## config.mk

```make
export PLATFORM = sky130hd
export DESIGN_NAME = mm_wide_addsub
export DESIGN_NICKNAME = d
export VERILOG_FILES = /design/src/rtl/mm_wide_addsub.sv
export SDC_FILE = /design/constraint.sdc
export NUM_CORES = 1
export LEC_CHECK = 0
export BUFFER_PORTS_ARGS = -buffer_cell sky130_fd_sc_hd__buf_2
export CELL_PAD_IN_SITES_DETAIL_PLACEMENT = 0
export CELL_PAD_IN_SITES_GLOBAL_PLACEMENT = 1
export CORE_ASPECT_RATIO = 0.8
export CORE_UTILIZATION = 57
export CTS_CLUSTER_SIZE = 28
export DETAILED_ROUTE_END_ITERATION = 8
export PLACE_DENSITY = 0.95
export SETUP_SLACK_MARGIN = 0.05
export SYNTH_ARGS = -nofsm -noshare
export SYNTH_HDL_FRONTEND = slang
export SYNTH_SLANG_ARGS = --single-unit
```

## constraint.sdc

```tcl
create_clock -name clock -period 6.92 [get_ports clock]
set_input_delay 1.384 -clock clock [delete_from_list [all_inputs] [get_ports clock]]
set_output_delay 1.384 -clock clock [all_outputs]
set_load 0.05 [all_outputs]
```

## src/rtl/mm_wide_addsub.sv

```systemverilog
// mm_wide_addsub: Avalon-MM wide add/subtract peripheral.
// Operands A and B (DATA_W bits) are loaded 32 bits at a time through a
// word-index register. A run ripples one 32-bit word per cycle, least
// significant word first, with the carry held between cycles.
// Optional feature: define MM_WIDE_ADDSUB_AUTOINC_EN so that the word index
// advances after each accepted A_DATA/B_DATA write and each SUM_DATA read.
//
// Bus handshake: read and write are single-cycle strobes with no waitrequest.
// A write is sampled on the rising edge where write=1. readdata is registered
// with a fixed read latency of 1 and returns the contents from before any
// write sampled on the same edge. It holds its value while read=0.
module mm_wide_addsub #(
    parameter int DATA_W = 128
) (
    input  logic        clock,
    input  logic        resetn,
    input  logic [2:0]  address,
    input  logic        write,
    input  logic [31:0] writedata,
    input  logic        read,
    output logic [31:0] readdata
);

    localparam int NUM_WORDS = DATA_W / 32;
    localparam int IDX_W     = $clog2(NUM_WORDS);

    typedef enum logic [1:0] {
        ST_IDLE = 2'd0,
        ST_RUN  = 2'd1,
        ST_DONE = 2'd2
    } state_t;

    // Current FSM state; kept as a named enum so checkers can bind to it.
    state_t state;
    state_t state_next;

    logic [31:0]      a_mem   [NUM_WORDS];
    logic [31:0]      b_mem   [NUM_WORDS];
    logic [31:0]      sum_mem [NUM_WORDS];
    logic [IDX_W-1:0] idx;
    logic [IDX_W-1:0] k;
    logic             carry;
    logic             sub;
    logic             done;

    logic             busy;
    logic             wr_ctrl;
    logic             do_clear;
    logic             do_start;
    logic             wr_sel;
    logic             wr_a;
    logic             wr_b;
    logic             rd_sum;
    logic             last_word;
    logic             wipe;
    logic [32:0]      sum_word;
    logic [31:0]      rd_mux;

    assign busy      = (state == ST_RUN);
    assign wr_ctrl   = write && (address == 3'd0);
    // CLEAR wins over START when both are set in the same write.
    assign do_clear  = wr_ctrl && writedata[2];
    assign do_start  = wr_ctrl && writedata[0] && !writedata[2] && !busy;
    // Operand and index writes are locked out while a run is in flight.
    assign wr_sel    = write && (address == 3'd1) && !busy;
    assign wr_a      = write && (address == 3'd2) && !busy;
    assign wr_b      = write && (address == 3'd3) && !busy;
    assign rd_sum    = read && (address == 3'd4) && !busy;
    assign last_word = (k == IDX_W'(NUM_WORDS - 1));
    assign wipe      = !resetn || do_clear;

    // One ripple step: subtraction is A + ~B with the initial carry set to 1.
    assign sum_word = {1'b0, a_mem[k]} + {1'b0, (sub ? ~b_mem[k] : b_mem[k])} + {32'b0, carry};

    // State register.
    always_ff @(posedge clock) begin
        if (!resetn) begin
            state <= ST_IDLE;
        end else begin
            state <= state_next;
        end
    end

    // Next-state logic: START launches a run, last word ends it, CLEAR aborts.
    always_comb begin
        state_next = state;
        case (state)
            ST_IDLE, ST_DONE: begin
                if (do_start) begin
                    state_next = ST_RUN;
                end
            end
            ST_RUN: begin
                if (last_word) begin
                    state_next = ST_DONE;
                end
            end
            default: state_next = ST_IDLE;
        endcase
        if (do_clear) begin
            state_next = ST_IDLE;
        end
    end

    // Operand storage, ripple datapath, index and status flags.
    always_ff @(posedge clock) begin
        if (wipe) begin
            for (int i = 0; i < NUM_WORDS; i++) begin
                a_mem[i]   <= '0;
                b_mem[i]   <= '0;
                sum_mem[i] <= '0;
            end
            idx   <= '0;
            k     <= '0;
            carry <= 1'b0;
            sub   <= 1'b0;
            done  <= 1'b0;
        end else begin
            if (do_start) begin
                k     <= '0;
                carry <= writedata[1];
                sub   <= writedata[1];
                done  <= 1'b0;
            end
            if (busy) begin
                sum_mem[k] <= sum_word[31:0];
                carry      <= sum_word[32];
                k          <= k + IDX_W'(1);
                if (last_word) begin
                    done <= 1'b1;
                end
            end
            if (wr_a) begin
                a_mem[idx] <= writedata;
            end
            if (wr_b) begin
                b_mem[idx] <= writedata;
            end
            if (wr_sel) begin
                idx <= writedata[IDX_W-1:0];
            end
`ifdef MM_WIDE_ADDSUB_AUTOINC_EN
            if (wr_a || wr_b || rd_sum) begin
                idx <= idx + IDX_W'(1);
            end
`else
            if (rd_sum && 1'b0) begin
                idx <= idx;
            end
`endif
        end
    end

    // Read multiplexer over the register map.
    always_comb begin
        rd_mux = '0;
        case (address)
            3'd0: begin
                rd_mux[0]          = busy;
                rd_mux[1]          = done;
                rd_mux[2]          = carry;
                rd_mux[3]          = sub;
                rd_mux[IDX_W+7:8]  = idx;
            end
            3'd1:    rd_mux = {{(32 - IDX_W){1'b0}}, idx};
            3'd2:    rd_mux = a_mem[idx];
            3'd3:    rd_mux = b_mem[idx];
            3'd4:    rd_mux = sum_mem[idx];
            default: rd_mux = '0;
        endcase
    end

    // Registered read data, held while read is low.
    always_ff @(posedge clock) begin
        if (!resetn) begin
            readdata <= '0;
        end else if (read) begin
            readdata <= rd_mux;
        end
    end

endmodule

```

**Word level (Yosys, flattened, before mapping)**

Memories as Yosys holds them, arrays and structs flattened. A register that Yosys moved wholly into a read port is not among the register bits.
Cells that the tools add are included.

- $add $sub $neg: 3
- Equal/unequal tests: 9
- Muxes and demuxes: 45
- Bitwise logic cells: 2
- Reduce and logical (&&, ||, !) cells: 24

Operators by type and width:

| cell | number |
|---|---|
| two-way mux 32 bit | 4 |
| OR reduction 32 bit | 3 |
| one-hot mux 22 bit (3 select lines) | 1 |
| two-way mux 2 bit | 17 |
| adder 32 x 32 -> 33 bit | 1 |
| adder 33 x 1 -> 33 bit | 1 |
| inverter 32 bit | 1 |
| one-hot mux 4 bit (5 select lines) | 1 |
| two-way mux 1 bit | 19 |
| one-hot mux 4 bit (3 select lines) | 1 |
| logical AND 1 bit | 11 |
| one-hot mux 2 bit (4 select lines) | 1 |
| equality test 3 x 2 -> 1 bit, second input constant | 2 |
| equality test 2 bit, second input constant | 2 |
| one-hot mux 2 bit (2 select lines) | 1 |
| OR reduction 2 bit | 2 |
| equality test 3 x 1 -> 1 bit, second input constant | 1 |
| equality test 3 bit, second input constant | 1 |
| logical NOT 1 bit | 3 |
| logical NOT 3 bit | 1 |
| adder 2 x 1 -> 2 bit, second input constant | 1 |
| equality test 2 x 1 -> 1 bit, second input constant | 1 |
| logical NOT 2 bit | 1 |
| != test 2 x 1 -> 1 bit, second input constant | 1 |
| 5 further kinds | 5 |

- Register bits after elaboration: 41
- Bits in writable memories: 384
- Input bits: 39
- Output and inout bits: 32
- Logic and storage cells: 93
- Memories kept: 3

Memories:

| name | words | width | rd ports | clocked after memory_dff | write ports | line | RTL |
|---|---|---|---|---|---|---|---|
| a_mem | 4 | 32 | 2 | 2 | 4 | 37 | `logic [31:0] a_mem [NUM_WORDS];` |
| b_mem | 4 | 32 | 2 | 2 | 4 | 38 | `logic [31:0] b_mem [NUM_WORDS];` |
| sum_mem | 4 | 32 | 1 | 1 | 4 | 39 | `logic [31:0] sum_mem [NUM_WORDS];` |

**Depth between registers and ports, before layout**

Gate-level depths: netlist (run 1).

- Depth in word-level cells: 9
- Gate-level depth with buffers: 13
- Gate-level depth less buffers: 11

**Least setup slack after synthesis (run 1)**

OpenSTA, ideal clock, no wires.

- Kind: in2reg
- Start: in address[0]
- End: mem b_mem[1][0] (enable)
- Setup time: 0.466 ns
- Data arrival time: 4.600 ns
- Required time: 6.454 ns
- Setup slack: 1.854 ns
- Stages on the path: 5
- Buffers on the path: 3
- Path through: buf_2 buf_2 buf_2 nand4_1 o21ai_0

RTL lines:

| item | line | RTL |
|---|---|---|
| from (decl) | 17 | `input logic [2:0] address,` |
| to (decl) | 38 |  |

==> results.md, run 1 <==
* Antenna viol nets, final at 0
* Synthesis-stage register bit count at 429
* Sw Ratio at 24.88%
* Vias/cell at 6.733
* CTS Hold Bufs at 0
* Die area at 41010 um^2
* Relative slew margins at 9.790%
* Sink Count at ~430
* Static Leak at approximately 9.5 nW
* Worst hold slack at around 0.47 ns
* First-pass detailed-route iteration total at 5
* Worst-path cell chain: mux4_2, xor2_1, ha_1, a21oi_1, o211a_1, o31ai_2, or4b_4, o21ai_4, mux2i_1
* Number of antenna diodes at 0
* Final min period at 4.634 ns
* Largest net degree at the start of global routing at 65
* Row cnt at 65
* Die width at 226.2 um
* CP max-delay cell: dfxtp_4
* Via count at 15177
* Seq/Total Area, Yosys at 54.25%
* # DRC at 0
* Combinational power share at a little over a tenth
* Number of port buffers at 70
* Worst path bufs/invs at 0
* Post-CTS resize count at 0
* Hold path start: readdata[7]$_SDFFE_PN0P_
* Total grt overflow at 0
* Yosys top cell area share at between 50% and 60%
* Io pins at 71
* MaxCap Viol Count at 0
* Final WL at between 60000 and 70000 um
* Vias in the first global route at approximately 15000
* Fmax achieved at 0.2158 GHz
* Top delay family on crit path: compound AO/OA/AOI/OAI gates
* Initial core utilization at 57.98%
* GRT busiest layer: met1
* Netlist area before placement at 22920 um^2
* Final GP Congestion at 0.9699
* Area growth syn-to-layout at 9.888%
* P_sw at roughly 0.0015 W
* Core Region at slightly below 40000 um^2
* Synth Warn # at 0
* Root Driver: clkbuf_16
* Worst slew pin tran at 1.349 ns
* Longest Clk Path Bufs at 3
* Crit share post-route at 66.97%
* Layout cells sized above 1 at 22.93%
* GRT met2 Usage at 46.16%
* Final #Nets at approximately 1800
* Hold Crit Endpoint: readdata[7]$_SDFFE_PN0P_
* R2R Setup Slk at 2.29 ns
* Clk Latency, worst-skew pair at 0.57 ns
* Power per cell area at 238.0 nW/um^2
* Critical path arrival at between 5 and 6 ns
* CP Capture Type: register
* Distinct cells, synth at 78
* Post-CTS setup buffer count at 0
* Post-synth EDFFs at 384
* Hold depth at 1
* Synth area leaders: edfxtp_1 50%, mux4_2 16%, and2_1 6.1%, dfxtp_1 3.9%, mux2i_1 1.8%
* Worst path required time at roughly 7.3 ns
* R2R Path End: sum_mem[0][28]$_SDFFCE_PN0P_
* Worst Setup Start Kind: register
* Top cells by count, synth: 384 x edfxtp_1, 225 x and2_1, 162 x mux4_2
* Run status: complete, no violations
* Cts bufs inserted at 42
* First-pass GRT wire length at 93410 um
* WL/cell at 27.63 um
* M1 GR Usage at 47.09%
* Main synth FF type: edfxtp_1
* Post-synth top area cell: edfxtp_1
* # H-tree levels at 2
* RSZ-0062 raised after global routing: false
* Final clock skew at 0.02127 ns
* HP Class: reg -> reg
* Internal at 0.004501 W
* Met3 Use GR at under 10%
* Setup TNS at 0 ns
* GRT Util Overall at 31.00%
* Worst setup path class: reg -> reg
* Asr flop ratio synth at 0%
* Critical path's largest stage delay at about 0.83 ns
* Pwr Total at around 0.006 W
* Synth Instances at 1659
* DRT iter0 DRCs at 2151
* Max Slew Vio Count at 0
* Die Height at 181.3 um
* HPWL after DPL at roughly 41000 um
* Count leader, synth: edfxtp_1
* Final hold violation count at 0
* Flop pwr share at 49.8%
* Clk slew on worst S/H paths at 0.07 ns
* Syn_nets at 1732
* Max FO, Critical Path at 35
* Finish-stage setup viols at 0
* Clk pwr share at between 30% and 40%
* Peak VDD IR at 0.2042 mV
* Worst r2r path cells at 9
* CTS tree: yes
* Synthesized area per cell at about 14 um^2
* Initial antenna violation count at 1
==> cell usage in the layout, fill, tap and decap left out, types with 6 or more instances in the layout <==
| master | n |
|---|---|
| edfxtp_1 | 384 |
| and2_1 | 225 |
| mux4_2 | 162 |
| nor2_1 | 94 |
| nand2_1 | 88 |
| buf_2 | 70 |
| a21oi_1 | 48 |
| clkbuf_16 | 43 |
| mux2i_1 | 41 |
| and3_1 | 40 |
| dfxtp_1 | 40 |
| xor2_1 | 37 |
| o211ai_1 | 33 |
| ha_1 | 32 |
| buf_4 | 30 |
| o21ai_0 | 29 |
| o211a_1 | 27 |
| nor3_1 | 25 |
| o21a_1 | 17 |
| nor3b_1 | 16 |
| nand4_1 | 14 |
| inv_1 | 13 |
| clkinv_2 | 13 |
| or3_1 | 11 |
| a21o_1 | 10 |
| nand2b_1 | 10 |
| o21ai_1 | 9 |
| nor3_2 | 9 |
| nand3_1 | 9 |
| o21ai_4 | 9 |
| xnor2_1 | 8 |
| a22oi_1 | 6 |
| clkinv_1 | 6 |
==> sequential cells by signal, indices dropped and copies added (netlist names), named ones only <==
signal and cells:
idx 2, sum_mem 128, carry 1, done 1, a_mem 128, k 2, state 2, readdata 32
sub 1, b_mem 128
==> layout make-up <==
cell class	instances	area, um^2
well taps	536	670.6
inverters	14	52.55
fillers	2847	14340
clock inverters	29	290.3
flip-flops and latches	429	12450
multi-input cells	1096	9991
repair buffers	101	603.1
clock buffers	49	1129
==> worst max-delay path by stage <==
stage,startpoint,endpoint,cells past startpoint
4_1_cts,register,sum_mem[0][28]$_SDFFCE_PN0P_,9
3_3_place_gp,address[0],a_mem[0][21]$_SDFFCE_PN0P_,9
2_1_floorplan,address[0],b_mem[1][0]$_SDFFCE_PN0P_,5
6_report,register,sum_mem[0][28]$_SDFFCE_PN0P_,9
3_5_place_dp,address[0],sum_mem[2][21]$_SDFFCE_PN0P_,9
5_1_grt,register,sum_mem[1][12]$_SDFFCE_PN0P_,10
==> through the flow <==
step                area (um^2)  worst slack (ns)  util, %  cells
floorplan                 22920             1.854        -   1659
global placement          23740             2.225    60.05   2175
detailed placement        23740             2.132    60.05   2175
CTS                       25150             2.260    63.64   2253
global route              25180             1.994    63.71   2254
finish                    25180             2.286    63.71   2254
==> cells by family (layout without fill, tap and decap cells) <==
logic type	Yosys count	after routing	share of synthesized area (%)
xor+xnor	45	45	1.720
compound gates	237	237	7.546
fa+ha+maj	34	34	1.922
buf+inv	134	193	2.703
simple gates	573	573	13.95
mux	207	207	17.91
flops	429	429	54.25
==> worst register-to-register path: cells and delay by family (launching register included) <==
kind,cells,cell delay (ns)
adder cells (fa/ha/maj),1,0.44
AO/OA/AOI/OAI,4,1.50
multiplexers,2,0.96
AND/OR/NAND/NOR,1,0.55
XOR/XNOR,1,0.18
flip-flops,1,0.83
==> layer usage <==
layer / vias up / part of all wire [%]
met2: 900 / 45
li1: 6451 / -
met4: 2 / 2.3
met5: - / 0.031
met3: 105 / 11
met1: 7719 / 41
==> power groups by stage <==
| stage | registers, W | clock network (W) | logic (W) |
|---|---|---|---|
| 2_1_floorplan | 0.00305 | 0 | 0.000380 |
| 3_3_place_gp | 0.00302 | 0 | 0.000610 |
| 3_5_place_dp | 0.00304 | 0 | 0.000619 |
| 4_1_cts | 0.00298 | 0.00238 | 0.000625 |
| 5_1_grt | 0.00299 | 0.00249 | 0.000670 |
| 6_report | 0.00298 | 0.00237 | 0.000636 |
Power figures use the tool's default switching activity.
==> run 2: changes to the inputs <==
--- a/config.mk
+++ b/config.mk
@@ -9,10 +9,10 @@
 export CELL_PAD_IN_SITES_DETAIL_PLACEMENT = 0
 export CELL_PAD_IN_SITES_GLOBAL_PLACEMENT = 1
 export CORE_ASPECT_RATIO = 0.8
-export CORE_UTILIZATION = 57
+export CORE_UTILIZATION = 48
 export CTS_CLUSTER_SIZE = 28
 export DETAILED_ROUTE_END_ITERATION = 8
-export PLACE_DENSITY = 0.95
+export PLACE_DENSITY = 0.88
 export SETUP_SLACK_MARGIN = 0.05
 export SYNTH_ARGS = -nofsm -noshare
 export SYNTH_HDL_FRONTEND = slang
==> constraint.sdc (replaced) <==
create_clock -name clock -period 3.95 [get_ports clock]
set_input_delay 0.79 -clock clock [delete_from_list [all_inputs] [get_ports clock]]
set_output_delay 0.79 -clock clock [all_outputs]
set_load 0.05 [all_outputs]
==> run 2 against run 1 <==
Net effect:
- sequential share of layout area is 1.2 points lower
- clock power is 79% higher
- worst setup slack worse by 2.0 ns
- first-iteration DRC count is 16% lower
- largest power group unchanged
==> results.md, run 2 (synthesis results as in run 1) <==
* Run status: complete, no violations
* HP Class: reg -> reg
* Hold Crit Endpoint: readdata[27]$_SDFFE_PN0P_
* Hold path start: readdata[27]$_SDFFE_PN0P_
* GRT Util Overall at 26.47% (-4.5 points)
* Longest Clk Path Bufs at 3 (unchanged)
* Relative slew margins at 10.12% (+0.33 points)
* Clk pwr share at 39.9% (+0.3 points)
* Power per cell area at 411.8 nW/um^2 (+73%)
* Clk slew on worst S/H paths at 0.06 ns (about the same)
* Antenna viol nets, final at 0 (unchanged)
* Worst-path cell chain: buf_12, mux4_2, xor2_1, ha_1, buf_4, nand2_1, o21a_1, o21ai_0, a31o_2, o21ai_2, nor3b_1
* CP Capture Type: register
* First-pass GRT wire length at 94660 um (+1.3%)
* Top delay family on crit path: compound AO/OA/AOI/OAI gates
* Peak VDD IR at 0.3179 mV (+56%)
* R2R Setup Slk at 0.25 ns (-2.04 ns)
* Final #Nets at 1798 (+2.3%)
* Placed Area at 24290 um^2 (+2.3%)
* Max FO, Critical Path at 24 (-31%)
* Flop pwr share at 49.0% (-0.8 points)
* Final instance area at 25800 um^2 (+2.5%)
* RSZ-0062 raised after global routing: true
* Internal at 0.007930 W (+76%)
* WL/cell at 26.61 um (-3.7%)
* Vias/cell at 6.322 (-6.1%)
* Core Region at 47080 um^2 (+19%)
* Fillers at 3789 (+33%)
* CTS Hold Bufs at 0 (unchanged)
* Root Driver: clkbuf_16
* Worst path required time at 4.27 ns (-3.05 ns)
* Hold depth at 1 (unchanged)
* Io pins at 71 (unchanged)
* Worst slew pin tran at 1.343 ns (-0.005594 ns)
* # DRC at 0 (unchanged)
* Total grt overflow at 0 (unchanged)
* Sw Ratio at 25.37% (+0.49 points)
* Final GP Congestion at 0.9383 (-3.3%)
* Sink Count at 429 (unchanged)
* Area growth syn-to-layout at 12.60%
* MaxCap Viol Count at 0 (unchanged)
* Via count at 15046 (-0.86%)
* Final Util at 54.80% (-8.9 points)
* Crit share post-route at 93.77% (+27 points)
* Worst path bufs/invs at 2 (+2)
* Fmax achieved at 0.2700 GHz (+25%)
* Worst r2r path cells at 11 (+2)
* Row cnt at 71 (+9.2%)
* First-pass detailed-route iteration total at 5 (unchanged)
* Final clock skew at 0.03330 ns (+0.01202 ns)
* Vias in the first global route at 14959 (+1.7%)
* Finish-stage setup viols at 0 (unchanged)
* Worst setup margin at 0.2461 ns (-2.040 ns)
* Die Height at 197.4 um (+8.9%)
* Die width at 246.3 um (+8.9%)
* Initial antenna violation count at 4 (+3)
* Clk Latency, worst-skew pair at 0.61 ns (+0.04 ns)
* # H-tree levels at 2 (unchanged)
* Max Slew Vio Count at 0 (unchanged)
* Final min period at 3.704 ns (-0.9303 ns)
* Final hold violation count at 0 (unchanged)
* Setup TNS at 0 ns (unchanged)
* Cts bufs inserted at 46 (+9.5%)
* Static Leak at 9.684 nW (+2.5%)
* CP max-delay cell: mux4_2
* Pwr Total at 0.01063 W (+77%)
* Die area at 48620 um^2 (+19%)
* Commonest cells after routing, fill and taps aside: 384 x edfxtp_1, 225 x and2_1, 162 x mux4_2, 94 x nor2_1, 88 x nand2_1
* Largest net degree at the start of global routing at 96 (+48%)
* Critical path arrival at 4.02 ns (-1.01 ns)
* Worst setup path class: reg -> reg
* Number of port buffers at 70 (unchanged)
* R2R Path End: sum_mem[0][29]$_SDFFCE_PN0P_
* DRT iter0 DRCs at 1798 (-16%)
* Initial core utilization at 48.67% (-9.3 points)
* CTS tree: yes
* Layout cells sized above 1 at 24.67% (+1.7 points)
* Combinational power share at 11.1% (+0.5 points)
* HPWL after DPL at 42350 um (+3.3%)
* Final WL at 63330 um (+1.7%)
* Setup Slack @ Placement at 0.2225 ns (-1.910 ns)
* Commonest non-fill, non-tap cell in the layout: edfxtp_1
* Worst Setup Start Kind: register
* Biggest regs: a_mem (128), b_mem (128), sum_mem (128)
* Critical path's largest stage delay at 0.55 ns (-0.28 ns)
* P_sw at 0.002696 W (+81%)
[run 2: cell types whose count changed in the layout (fill, tap and decap cells not counted), moves of 3 or more]
cell | previous run | this run
clkbuf_16 | 43 | 47
clkinv_2 | 13 | 8
buf_4 | 30 | 55
clkbuf_1 | 3 | 9
buf_12 | 0 | 13
clkbuf_8 | 3 | 0
[run 2: power groups by stage]
stage	registers, W	logic [W]	clock network [W]
finish	0.00521	0.00118	0.00424
global route	0.00523	0.00125	0.00445
CTS	0.00521	0.00115	0.00428
detailed placement	0.00530	0.00115	0
global placement	0.00529	0.00114	0
floorplan	0.00535	0.000667	0
[run 2: metrics by stage]
step,cells,hold slack [ns]
3_3_place_gp,2296,0.4596
5_1_grt,2380,0.4932
6_report,2380,0.4770
2_1_floorplan,1659,0.4511
3_5_place_dp,2296,0.4658
4_1_cts,2378,0.4797
[run 2: area by class of cell]
cell class / instances / area (um^2) / share of cell area [%]
Clock buffer: 56 / 1210 / 4.689
Tap cell: 620 / 775.7 / 3.006
Sequential cell: 429 / 12450 / 48.23
Antenna cell: 1 / 2.502 / 0.009698
Timing Repair Buffer: 138 / 1023 / 3.966
Clock inverter: 26 / 265.3 / 1.028
Inverter: 14 / 52.55 / 0.2037
Multi-Input combinational cell: 1096 / 10030 / 38.86
[run 2: worst max path at each step]
stage / startpoint / end / slack [ns] / depth (start not counted)
after floorplan: address[0] / b_mem[1][0]$_SDFFCE_PN0P_ / -0.52 / 5
after global placement: register / sum_mem[0][27]$_SDFFCE_PN0P_ / 0.26 / 11
after detailed placement: register / sum_mem[2][27]$_SDFFCE_PN0P_ / 0.22 / 11
after CTS: register / sum_mem[2][27]$_SDFFCE_PN0P_ / 0.14 / 11
after global routing: register / sum_mem[0][20]$_SDFFCE_PN0P_ / 0.05 / 11
final: register / sum_mem[0][29]$_SDFFCE_PN0P_ / 0.25 / 11
[run 2: routing by layer]
metal / part of all wire [%] / vias to the layer above / track usage [%]
met1: 40 / 7542 / 36.75
met3: 12 / 135 / 8.273
met5: 0.057 / - / 0
met4: 2.6 / 6 / 7.819
met2: 45 / 821 / 40.00
li1: - / 6542 / -
[run 2: what timing repair did]
item | in CTS | in global routing
setup buffers | 0 | 1
setup endpoints to repair | 0 | 27
resized for setup | 0 | 7
[run 2: worst register-to-register path, cell delays in order (launching register included)]
cell and delay (ns):
dfxtp_4 0.40, buf_12 0.24, mux4_2 0.57, xor2_1 0.16
ha_1 0.48, buf_4 0.25, nand2_1 0.09, o21a_1 0.23
o21ai_0 0.43, a31o_2 0.30, o21ai_2 0.09, nor3b_1 0.17
==> run 3: changes to the inputs <==
--- a/config.mk
+++ b/config.mk
@@ -5,6 +5,7 @@
 export SDC_FILE = /design/constraint.sdc
 export NUM_CORES = 1
 export LEC_CHECK = 0
+export ABC_AREA = 0
 export BUFFER_PORTS_ARGS = -buffer_cell sky130_fd_sc_hd__buf_2
 export CELL_PAD_IN_SITES_DETAIL_PLACEMENT = 0
 export CELL_PAD_IN_SITES_GLOBAL_PLACEMENT = 1
@@ -13,7 +14,7 @@
 export CTS_CLUSTER_SIZE = 28
 export DETAILED_ROUTE_END_ITERATION = 8
 export PLACE_DENSITY = 0.88
-export SETUP_SLACK_MARGIN = 0.05
+export SETUP_SLACK_MARGIN = 0.5
 export SYNTH_ARGS = -nofsm -noshare
 export SYNTH_HDL_FRONTEND = slang
 export SYNTH_SLANG_ARGS = --single-unit
==> run 3 against run 2 <==
Net effect:
- non-clock buffer count up 51
- critical endpoint is now sum_mem[2][23]$_SDFFCE_PN0P_
- final cell count up 2.2%
- die area unchanged
- first-iteration DRC count up 17%
- register-to-register slack better by 0.19 ns
- worst setup slack better by 0.19 ns
- critical path type unchanged
- hold slack about the same
==> results.md, run 3 (synthesis results as in run 1) <==
* HPWL after DPL at 43320 um (+2.3%)
* Static Leak at 10.08 nW (+4.1%)
* Vias in the first global route at 15141 (+1.2%)
* Worst path required time at 4.27 ns (about the same)
* Longest Clk Path Bufs at 3 (unchanged)
* Sink Count at 429 (unchanged)
* Dpl cells at 2299 (+0.13%)
* Final #Nets at 1849 (+2.8%)
* Number of port buffers at 70 (unchanged)
* Crit share post-route at 88.93% (-4.8 points)
* DRT iter0 DRCs at 2102 (+17%)
* Initial core utilization at 48.67% (unchanged)
* Commonest non-fill, non-tap cell in the layout: edfxtp_1
* Final clock skew at 0.03311 ns (-0.0001893 ns)
* HP Class: reg -> reg
* First-pass detailed-route iteration total at 5 (unchanged)
* R2R Setup Slk at 0.44 ns (+0.19 ns)
* Largest net degree at the start of global routing at 53 (-45%)
* Worst slew pin tran at 1.326 ns (-0.01694 ns)
* Run status: complete, no violations
* Fillers at 3596 (-5.1%)
* GRT Util Overall at 27.27% (+0.80 points)
* Antenna viol nets, final at 0 (unchanged)
* Fmax achieved at 0.2847 GHz (+5.4%)
* Die Height at 197.4 um (unchanged)
* Critical Path Sink: sum_mem[2][23]$_SDFFCE_PN0P_
* Max Slew Vio Count at 0 (unchanged)
* Cts bufs inserted at 46 (unchanged)
* Worst r2r path cells at 13 (+2)
* Layout cells sized above 1 at 32.78% (+8.1 points)
* Vias/cell at 6.347 (+0.40%)
* Core Region at 47080 um^2 (unchanged)
* Final Util at 57.67% (+2.9 points)
* Root Driver: clkbuf_16
* Non-Filler Instances at 2432 (+2.2%)
* Biggest regs: a_mem (128), b_mem (128), sum_mem (128)
* Die width at 246.3 um (unchanged)
* Worst Setup Start Kind: register
* Number of antenna diodes at 0 (-1)
* Final GP Congestion at 0.9421 (+0.40%)
* Worst setup margin at 0.4371 ns (+0.1910 ns)
* Finish-stage setup viols at 0 (unchanged)
* Initial antenna violation count at 1 (-3)
* Max FO, Critical Path at 8 (-67%)
* Hold depth at 1 (unchanged)
* CTS tree: yes
* MaxCap Viol Count at 0 (unchanged)
* Clk slew on worst S/H paths at 0.06 ns (about the same)
* Via count at 15437 (+2.6%)
* Die area at 48620 um^2 (unchanged)
* Power per cell area at 401.4 nW/um^2 (-2.5%)
* Io pins at 71 (unchanged)
* Total grt overflow at 0 (unchanged)
* Final min period at 3.513 ns (-0.1910 ns)
* RSZ-0062 raised after global routing: true
* Area growth syn-to-layout at 18.49%
* Clk Latency, worst-skew pair at 0.60 ns (about the same)
* Worst setup path class: reg -> reg
* Commonest cells after routing, fill and taps aside: 384 x edfxtp_1, 225 x and2_1, 162 x mux4_2, 91 x buf_4, 90 x nor2_1
* Final WL at 66010 um (+4.2%)
* CP Capture Type: register
* R2R Path End: sum_mem[2][23]$_SDFFCE_PN0P_
* Critical path arrival at 3.83 ns (-0.19 ns)
* Setup Slack @ Placement at 0.1459 ns (-0.07666 ns)
* Row cnt at 71 (unchanged)
* Peak VDD IR at 0.3570 mV (+12%)
* WL/cell at 27.14 um (+2.0%)
* # DRC at 0 (unchanged)
* First-pass GRT wire length at 97260 um (+2.7%)
* Relative slew margins at 11.26% (+1.1 points)
* Final hold violation count at 0 (unchanged)
* # H-tree levels at 2 (unchanged)
run 3: changes by cell type in the layout (fill, tap and decap cells not counted), sizes merged:
cell | previous run | this run
bufinv | 3 | 5
buf | 138 | 186
clkbuf | 56 | 57
inv | 15 | 17
diode | 1 | 0
clkinv | 19 | 18
bufbuf | 0 | 1
run 3: final cells by class:
type | count | area, um^2 | area share [%]
flip-flops and latches | 429 | 12450 | 45.84
multi-input cells | 1096 | 10800 | 39.78
repair buffers | 189 | 1572 | 5.788
clock buffers | 55 | 1195 | 4.401
well taps | 620 | 775.7 | 2.857
clock inverters | 29 | 310.3 | 1.143
inverters | 14 | 52.55 | 0.1935
run 3: where the power goes:
| group | switching, W | internal, W | leakage, nW | total [W] |
|---|---|---|---|---|
| Clock | 0.00184 | 0.00251 | 0.734 | 0.00434 |
| Combinational | 0.000838 | 0.000501 | 4.98 | 0.00134 |
| Sequential | 0.0000916 | 0.00513 | 4.36 | 0.00522 |
run 3: worst min path at each step:
stage / from / end / slack [ns]
final: readdata[4]$_SDFFE_PN0P_ / readdata[4]$_SDFFE_PN0P_ / 0.48
after CTS: readdata[4]$_SDFFE_PN0P_ / readdata[4]$_SDFFE_PN0P_ / 0.48
after detailed placement: readdata[4]$_SDFFE_PN0P_ / readdata[4]$_SDFFE_PN0P_ / 0.47
after floorplan: done$_SDFF_PP0_ / done$_SDFF_PP0_ / 0.45
after global placement: readdata[28]$_SDFFE_PN0P_ / readdata[28]$_SDFFE_PN0P_ / 0.46
after global routing: readdata[27]$_SDFFE_PN0P_ / readdata[27]$_SDFFE_PN0P_ / 0.49
run 3: what timing repair did:
action,4_1_cts,5_1_grt
setup buffers,22,24
hold buffers,0,0
resized for setup,74,89
pin swaps,26,44
endpoints found under the setup margin,90,107
cloned,1,2
run 3: per-stage QoR:
step / power (W) / instance area (um^2) / hold slack [ns] / setup TNS, ns
5_1_grt: 0.01118 / 27150 / 0.4915 / 0
3_5_place_dp: 0.006464 / 24390 / 0.4658 / 0
4_1_cts: 0.01082 / 26410 / 0.4803 / 0
2_1_floorplan: 0.006017 / 22960 / 0.4511 / -19.98
3_3_place_gp: 0.006436 / 24390 / 0.4594 / 0
6_report: 0.01090 / 27150 / 0.4774 / 0
run 3: critical path, cell delays in order, from the launching register on:
cell	delay, ns
dfxtp_4	0.37
buf_12	0.13
buf_12	0.13
buf_12	0.14
mux4_2	0.50
xor2_1	0.16
ha_2	0.40
nand4_1	0.22
nor4_2	0.37
o211ai_1	0.22
o211ai_1	0.19
buf_4	0.20
xnor2_4	0.14
nor2_1	0.06
run 3: routing by layer:
layer	up-vias	track usage (%)	share of wire, %
li1	6629	-	-
met4	2	8.230	2.5
met5	-	0	0.026
met3	114	5.461	11
met1	7799	40.28	41
met2	893	40.77	45
